**config.mk**
```make
export PLATFORM = sky130hd
export DESIGN_NAME = ctrl_ciclo_flat
export DESIGN_NICKNAME = d
export VERILOG_FILES = /design/src/rtl/ctrl_ciclo_if.sv /design/src/rtl/ctrl_ciclo.sv /design/src/flat_wrapper.sv
export SDC_FILE = /design/constraint.sdc
export NUM_CORES = 1
export LEC_CHECK = 0
export BUFFER_PORTS_ARGS = -buffer_cell sky130_fd_sc_hd__buf_2
export CAP_MARGIN = 5
export CORE_MARGIN = 2
export CORE_UTILIZATION = 56
export DETAILED_ROUTE_END_ITERATION = 8
export GPL_TIMING_DRIVEN = 0
export PLACE_DENSITY = 0.77
export SYNTH_ARGS = -nofsm -noshare
export SYNTH_HDL_FRONTEND = slang
export SYNTH_SLANG_ARGS = --single-unit
```
**constraint.sdc**
```tcl
create_clock -name clk -period 2.59 [get_ports clk]
set_input_delay 0.3885 -clock clk [delete_from_list [all_inputs] [get_ports clk]]
set_output_delay 0.3885 -clock clk [all_outputs]
set_load 0.01 [all_outputs]
```
**src/rtl/ctrl_ciclo_if.sv**
```systemverilog
// Sensor, program-select and actuator signals of the wash-cycle controller.
// The bench drives through master; the controller attaches through slave.
interface ctrl_ciclo_if #(
    parameter int CNT_W = 8
);
    logic             echeio;
    logic             sa;
    logic             se;
    logic             temp;
    logic [2:0]       acss;
    logic             ack;
    logic [6:0]       saida;
    logic [2:0]       estado;
    logic             falha;
    logic [CNT_W-1:0] ciclos;

    modport master (
        output echeio, sa, se, temp, acss, ack,
        input  saida, estado, falha, ciclos
    );

    modport slave (
        input  echeio, sa, se, temp, acss, ack,
        output saida, estado, falha, ciclos
    );
endinterface

```
**src/rtl/ctrl_ciclo.sv**
```systemverilog
// Fill/drain/heat cycle controller with per-phase timeout and a completed-program
// counter. Actuator pattern is registered from the next state so it tracks estado.
module ctrl_ciclo #(
    parameter int T_W    = 16,
    parameter int T_FILL = 1000,
    parameter int T_HEAT = 5000,
    parameter int CNT_W  = 8
) (
    input  logic         clk,
    input  logic         rst,
    ctrl_ciclo_if.slave  bus_io
);
    typedef enum logic [2:0] {
        S_IDLE   = 3'd0,
        S_ARMED  = 3'd1,
        S_SELECT = 3'd2,
        S_FILL   = 3'd3,
        S_DRAIN  = 3'd4,
        S_HEAT   = 3'd5,
        S_FULL   = 3'd6,
        S_FAULT  = 3'd7
    } state_t;

    localparam logic [T_W-1:0] FILL_LAST = T_W'(T_FILL - 1);
    localparam logic [T_W-1:0] HEAT_LAST = T_W'(T_HEAT - 1);

    if (longint'(T_FILL) >= (longint'(1) << T_W)) begin : g_bad_t_fill
        $error("ctrl_ciclo: T_FILL does not fit in T_W bits");
    end
    if (longint'(T_HEAT) >= (longint'(1) << T_W)) begin : g_bad_t_heat
        $error("ctrl_ciclo: T_HEAT does not fit in T_W bits");
    end

    state_t           state_q, state_d;
    logic [T_W-1:0]   timer_q, timer_d;
    logic [CNT_W-1:0] ciclos_q, ciclos_d;
    logic [6:0]       saida_q, saida_d;
    logic             done;

    // Normal exits are tested before the timeout so they win a same-cycle tie.
    always_comb begin
        state_d = state_q;
        done    = 1'b0;
        unique case (state_q)
            S_IDLE: begin
                if (bus_io.echeio)                       state_d = S_FULL;
                else if (bus_io.sa && !bus_io.se)        state_d = S_ARMED;
            end
            S_ARMED: begin
                if (bus_io.acss != 3'b000)               state_d = S_SELECT;
                else if (!bus_io.sa)                     state_d = S_IDLE;
            end
            S_SELECT: begin
                if (bus_io.echeio)                       state_d = S_FULL;
                else if (bus_io.acss == 3'b100 && bus_io.sa && !bus_io.se)
                                                         state_d = S_FILL;
                else if (bus_io.acss == 3'b001)          state_d = S_HEAT;
                else if (bus_io.acss == 3'b010)          state_d = S_IDLE;
            end
            S_FILL: begin
                if (bus_io.echeio)                       state_d = S_FULL;
                else if (bus_io.sa && bus_io.se)         state_d = S_DRAIN;
                else if (!bus_io.sa && !bus_io.se)       state_d = S_IDLE;
                else if (timer_q == FILL_LAST)           state_d = S_FAULT;
            end
            S_DRAIN: begin
                if (bus_io.echeio)                       state_d = S_FULL;
                else if (!bus_io.se) begin
                    state_d = S_IDLE;
                    done    = 1'b1;
                end
            end
            S_HEAT: begin
                if (!bus_io.temp) begin
                    state_d = S_IDLE;
                    done    = 1'b1;
                end else if (timer_q == HEAT_LAST)       state_d = S_FAULT;
            end
            S_FULL: begin
                if (!bus_io.echeio)                      state_d = S_IDLE;
            end
            S_FAULT: begin
                if (bus_io.ack && !bus_io.echeio)        state_d = S_IDLE;
            end
            default:                                     state_d = S_IDLE;
        endcase
    end

    // Timer only runs inside a timed phase and saturates instead of wrapping.
    always_comb begin
        timer_d = '0;
        if (state_d == state_q && (state_q == S_FILL || state_q == S_HEAT)) begin
            timer_d = (timer_q == '1) ? timer_q : timer_q + 1'b1;
        end
    end

    always_comb begin
        ciclos_d = ciclos_q + CNT_W'(done);
    end

    always_comb begin
        saida_d = 7'b0000000;
        unique case (state_d)
            S_IDLE:   saida_d = 7'b0000000;
            S_ARMED:  saida_d = 7'b1000000;
            S_SELECT: saida_d = 7'b0000000;
            S_FILL:   saida_d = 7'b0101011;
            S_DRAIN:  saida_d = 7'b0011001;
            S_HEAT:   saida_d = 7'b0010100;
            S_FULL:   saida_d = 7'b0000010;
            S_FAULT:  saida_d = 7'b1111111;
            default:  saida_d = 7'b0000000;
        endcase
    end

    always_ff @(posedge clk or posedge rst) begin
        if (rst) begin
            state_q  <= S_IDLE;
            timer_q  <= '0;
            ciclos_q <= '0;
            saida_q  <= '0;
        end else begin
            state_q  <= state_d;
            timer_q  <= timer_d;
            ciclos_q <= ciclos_d;
            saida_q  <= saida_d;
        end
    end

    assign bus_io.saida  = saida_q;
    assign bus_io.estado = state_q;
    assign bus_io.falha  = (state_q == S_FAULT);
    assign bus_io.ciclos = ciclos_q;
endmodule

```
**src/flat_wrapper.sv**
```systemverilog
// flat-port wrapper written by rule: the top's interface ports become plain ports
module ctrl_ciclo_flat 
#(
    parameter int T_W    = 16,
    parameter int T_FILL = 1000,
    parameter int T_HEAT = 5000,
    parameter int CNT_W  = 8
)
  (clk, rst, bus_io_echeio, bus_io_sa, bus_io_se, bus_io_temp, bus_io_acss, bus_io_ack, bus_io_saida, bus_io_estado, bus_io_falha, bus_io_ciclos);
  ctrl_ciclo_if #(.CNT_W(CNT_W)) bus_io_i ();
  input  logic clk;
  input  logic rst;
  input wire logic [$bits(bus_io_i.echeio)-1:0] bus_io_echeio;
  input wire logic [$bits(bus_io_i.sa)-1:0] bus_io_sa;
  input wire logic [$bits(bus_io_i.se)-1:0] bus_io_se;
  input wire logic [$bits(bus_io_i.temp)-1:0] bus_io_temp;
  input wire logic [$bits(bus_io_i.acss)-1:0] bus_io_acss;
  input wire logic [$bits(bus_io_i.ack)-1:0] bus_io_ack;
  output wire logic [$bits(bus_io_i.saida)-1:0] bus_io_saida;
  output wire logic [$bits(bus_io_i.estado)-1:0] bus_io_estado;
  output wire logic [$bits(bus_io_i.falha)-1:0] bus_io_falha;
  output wire logic [$bits(bus_io_i.ciclos)-1:0] bus_io_ciclos;
  assign bus_io_i.echeio = bus_io_echeio;
  assign bus_io_i.sa = bus_io_sa;
  assign bus_io_i.se = bus_io_se;
  assign bus_io_i.temp = bus_io_temp;
  assign bus_io_i.acss = bus_io_acss;
  assign bus_io_i.ack = bus_io_ack;
  assign bus_io_saida = bus_io_i.saida;
  assign bus_io_estado = bus_io_i.estado;
  assign bus_io_falha = bus_io_i.falha;
  assign bus_io_ciclos = bus_io_i.ciclos;
  ctrl_ciclo #(.T_W(T_W), .T_FILL(T_FILL), .T_HEAT(T_HEAT), .CNT_W(CNT_W)) u_core (.clk(clk), .rst(rst), .bus_io(bus_io_i));
endmodule
```
==> results.cfg <==
[sta]
whs_ps = 490.2
min_period_ps = 2389
hold_viol = 0
setup_violations = 0
worstMarginPinSlew_ps = 773.8
slew_headroom = 0.4802
rsz0062_at_grt = false
setup_tns_ps = 0
clock_skew_ps = 6.826
fin_crit_sh = 0.9224
report.final.slew_viol_count = 0
fmax_mhz = 418.6

[floorplanning]
dieWidth_um = 62.53
boundaryPins = 29
core_area_mm2 = 0.003311
start_util = 0.5794
die_h_um = 62.53
die-area_mm2 = 0.003909
core.rowCount = 21

[clock_network]
clk_path_buf_depth = 2
cts-root-buf = clkbuf_4
clock_sinks = 33
cts_setup_buffers = 0
path_clk_slew_ps = 90
cts-buffers-inserted = 5
h-tree-depth = 2
clkLatencyLatePin_ps = 340
cts_tree = done

[yosys]
synth_compound_area_frac = 0.1102
synth_top_family_by_area = simple AND/OR/NAND/NOR gates
ys_types = 49
synth_area_mm2 = 0.001918
synth_fp_nets = 213
netlist.top_cell.by_area = dfrtp_1
synth.area.mux_share = 0.02805
yosys.area_share.simple = 0.2759
synth_seq_cells = 33
ys.warnings.count = 0
synthAdderAreaFrac = 0.03914
syn_inst = 197
synth_edf_count = 0
synthDominantCellAreaShare = 0.4305
synth.area.top_cells = dfrtp_1, xnor2_1, ha_1, nor2_1, nand3_1
synth_xor_area_frac = 0.07763
synth-async-reset-ratio = 1.000
yosysSeqAreaShare = 0.4305
ys.flop_type = dfrtp_1
post_synth.cell_area_avg_um2 = 9.736

[placed_design]
gp_congestion = 0.8623
io_buffers = 28
dp_hpwl_um = 2725
dpl_cell_area_mm2 = 0.002116
place_inst = 271

[cells_and_area]
layout.nets = 250
n_antenna_cell = 0
fill_cells = 281
final_cells = 281
fin_area_mm2 = 0.002205
syn2layout_area_growth_pct = 14.94
postLayoutCoreUtil = 0.6659
layout-drive-gt1-share = 0.2340

[drt]
vias = 1588
drt_pre_antenna_iters = 5
routedWlPerCell_um = 13.52
ant_nets = 0
vias_per_cell = 5.651
route.final.wire_length_um = 3799
drt_iter0_markers = 108
drc = 0

[worst_setup_path]
worstSetupPathType = flip-flop to flip-flop
cp-endpoint = u_core.bus_io.saida[6]
worstSetupEndpointType = flip-flop
crit_path_start = u_core.timer_q[13]
timing.rr.start = u_core.timer_q[13]
critical_path.max_fanout = 6
cp_data_arrival_time_ps = 2670
required_ps = 2870
r2r_cells = 7
reg2reg_slack_ps = 200
reg2reg_to = u_core.bus_io.saida[6]
startpoint_type = flip-flop

[global_routing]
grt_max_degree = 34
antenna_found_initial = 0
grt_pass1_vias = 1496
gr-total-overflow = 0
grtUsageTotal = 0.2054
grt_first_pass_wirelength_um = 6548

[flow_run]
drv_cap = 0

[power]
leakagePower_uw = 0.001014
ir_drop_uv = 326.2
pwr_density_cell_mw_per_mm2 = 719.4

[min_path]
hold_path_class = flip-flop to flip-flop

[outcome]
status = finished clean
layout make-up:
cell class	instances	area, µm²	share of cell area
Multi-Input combinational cell	151	1018	0.4620
Sequential cell	33	825.8	0.3746
Timing Repair Buffer	30	177.7	0.08059
Tap cell	46	57.56	0.02611
Buffer	7	51.30	0.02327
Clock buffer	6	41.29	0.01873
Inverter	6	22.52	0.01022
Clock inverter	2	10.01	0.004540
through the flow:
| step | setup slack, ps | total power [µW] |
|---|---|---|
| floorplan | 357.7 | 1116 |
| global placement | 74.31 | 1299 |
| detailed placement | 51.47 | 1309 |
| CTS | 0.4110 | 1581 |
| global route | 0.4834 | 1704 |
| finish | 201.0 | 1586 |
critical path, cell delays in order (launching register included):
cell,delay (ps)
dfrtp_1,460
or4_1,590
nor4_4,190
nand3_1,120
o21ai_1,230
a21boi_1,310
ha_1,270
mux2_2,170
logic make-up (layout without fill, tap and decap cells):
| logic type | after synthesis | in the layout |
|---|---|---|
| flops | 33 | 33 |
| buf+inv | 13 | 51 |
| fa+ha+maj | 6 | 6 |
| compound gates | 30 | 30 |
| simple gates | 93 | 93 |
| xor+xnor | 17 | 17 |
| mux | 5 | 5 |
sequential cells by signal, summed over array words and instances (netlist names):
register / flops
u_core.bus_io.ciclos: 8
u_core.bus_io.estado: 3
u_core.bus_io.saida: 6
u_core.timer_q: 16
per-layer routing:
metal  track usage  up-vias  wire, µm
met5             0        -         0
met4       0.03333        0        29
met3       0.06126        5       211
met2        0.3414       38      1787
met1        0.2713      752      1770
li1              -      793         -
synthesized netlist by cell type, drive strengths merged, types with 4 or more instances:
master and number:
dfrtp 33, nor2 18, nand2 13, nand3 12
and3 11, xnor2 11, nor3 10, a21oi 7
ha 6, inv 6, xor2 6, buf 5
o21ai 5, a31oi 4, nand4 4, nor2b 4
nor4b 4
placed cells by master (no fill, tap or decap), drive strengths merged, types with 2 or more instances in the layout:
cell | synthesis | final
clkbuf | 2 | 8
o21ai | 5 | 5
nor4 | 3 | 3
a21oi | 7 | 7
ha | 6 | 6
nor2 | 18 | 18
and3 | 11 | 11
o211ai | 2 | 2
nand2 | 13 | 13
a41oi | 2 | 2
buf | 5 | 34
nor2b | 4 | 4
mux2 | 3 | 3
inv | 6 | 5
nand3 | 12 | 12
nand4 | 4 | 4
xor2 | 6 | 6
xnor2 | 11 | 11
nor3 | 10 | 10
a31oi | 4 | 4
mux2i | 2 | 2
nor4b | 4 | 4
and2 | 3 | 3
clkinv | 0 | 3
nand3b | 3 | 3
and2b | 2 | 2
dfrtp | 33 | 33
nand2b | 2 | 2
power breakdown:
part / total (µW) / internal [µW] / switching [µW]
registers: 660 / 599 / 60.8
logic: 655 / 282 / 373
clock network: 271 / 103 / 168
timing repair:
action	4_1_cts	5_1_grt
hold buffers	0	1
setup endpoints to repair	0	5
gates resized for setup	0	2
hold endpoints to repair	0	10
worst min path at each step:
stage | start | to | slack, ps | cells past startpoint
final | u_core.bus_io.ciclos[5] | u_core.bus_io.ciclos[5] | 490 | 1
after global routing | u_core.bus_io.ciclos[7] | u_core.bus_io.ciclos[7] | 520 | 1
after CTS | rst | u_core.timer_q[2] | 390 | 2
after detailed placement | u_core.bus_io.ciclos[5] | u_core.bus_io.ciclos[5] | 480 | 1
after global placement | u_core.bus_io.ciclos[7] | u_core.bus_io.ciclos[7] | 460 | 1
after floorplan | u_core.bus_io.ciclos[7] | u_core.bus_io.ciclos[7] | 510 | 1
No activity file was read; power rests on OpenSTA's default activity.
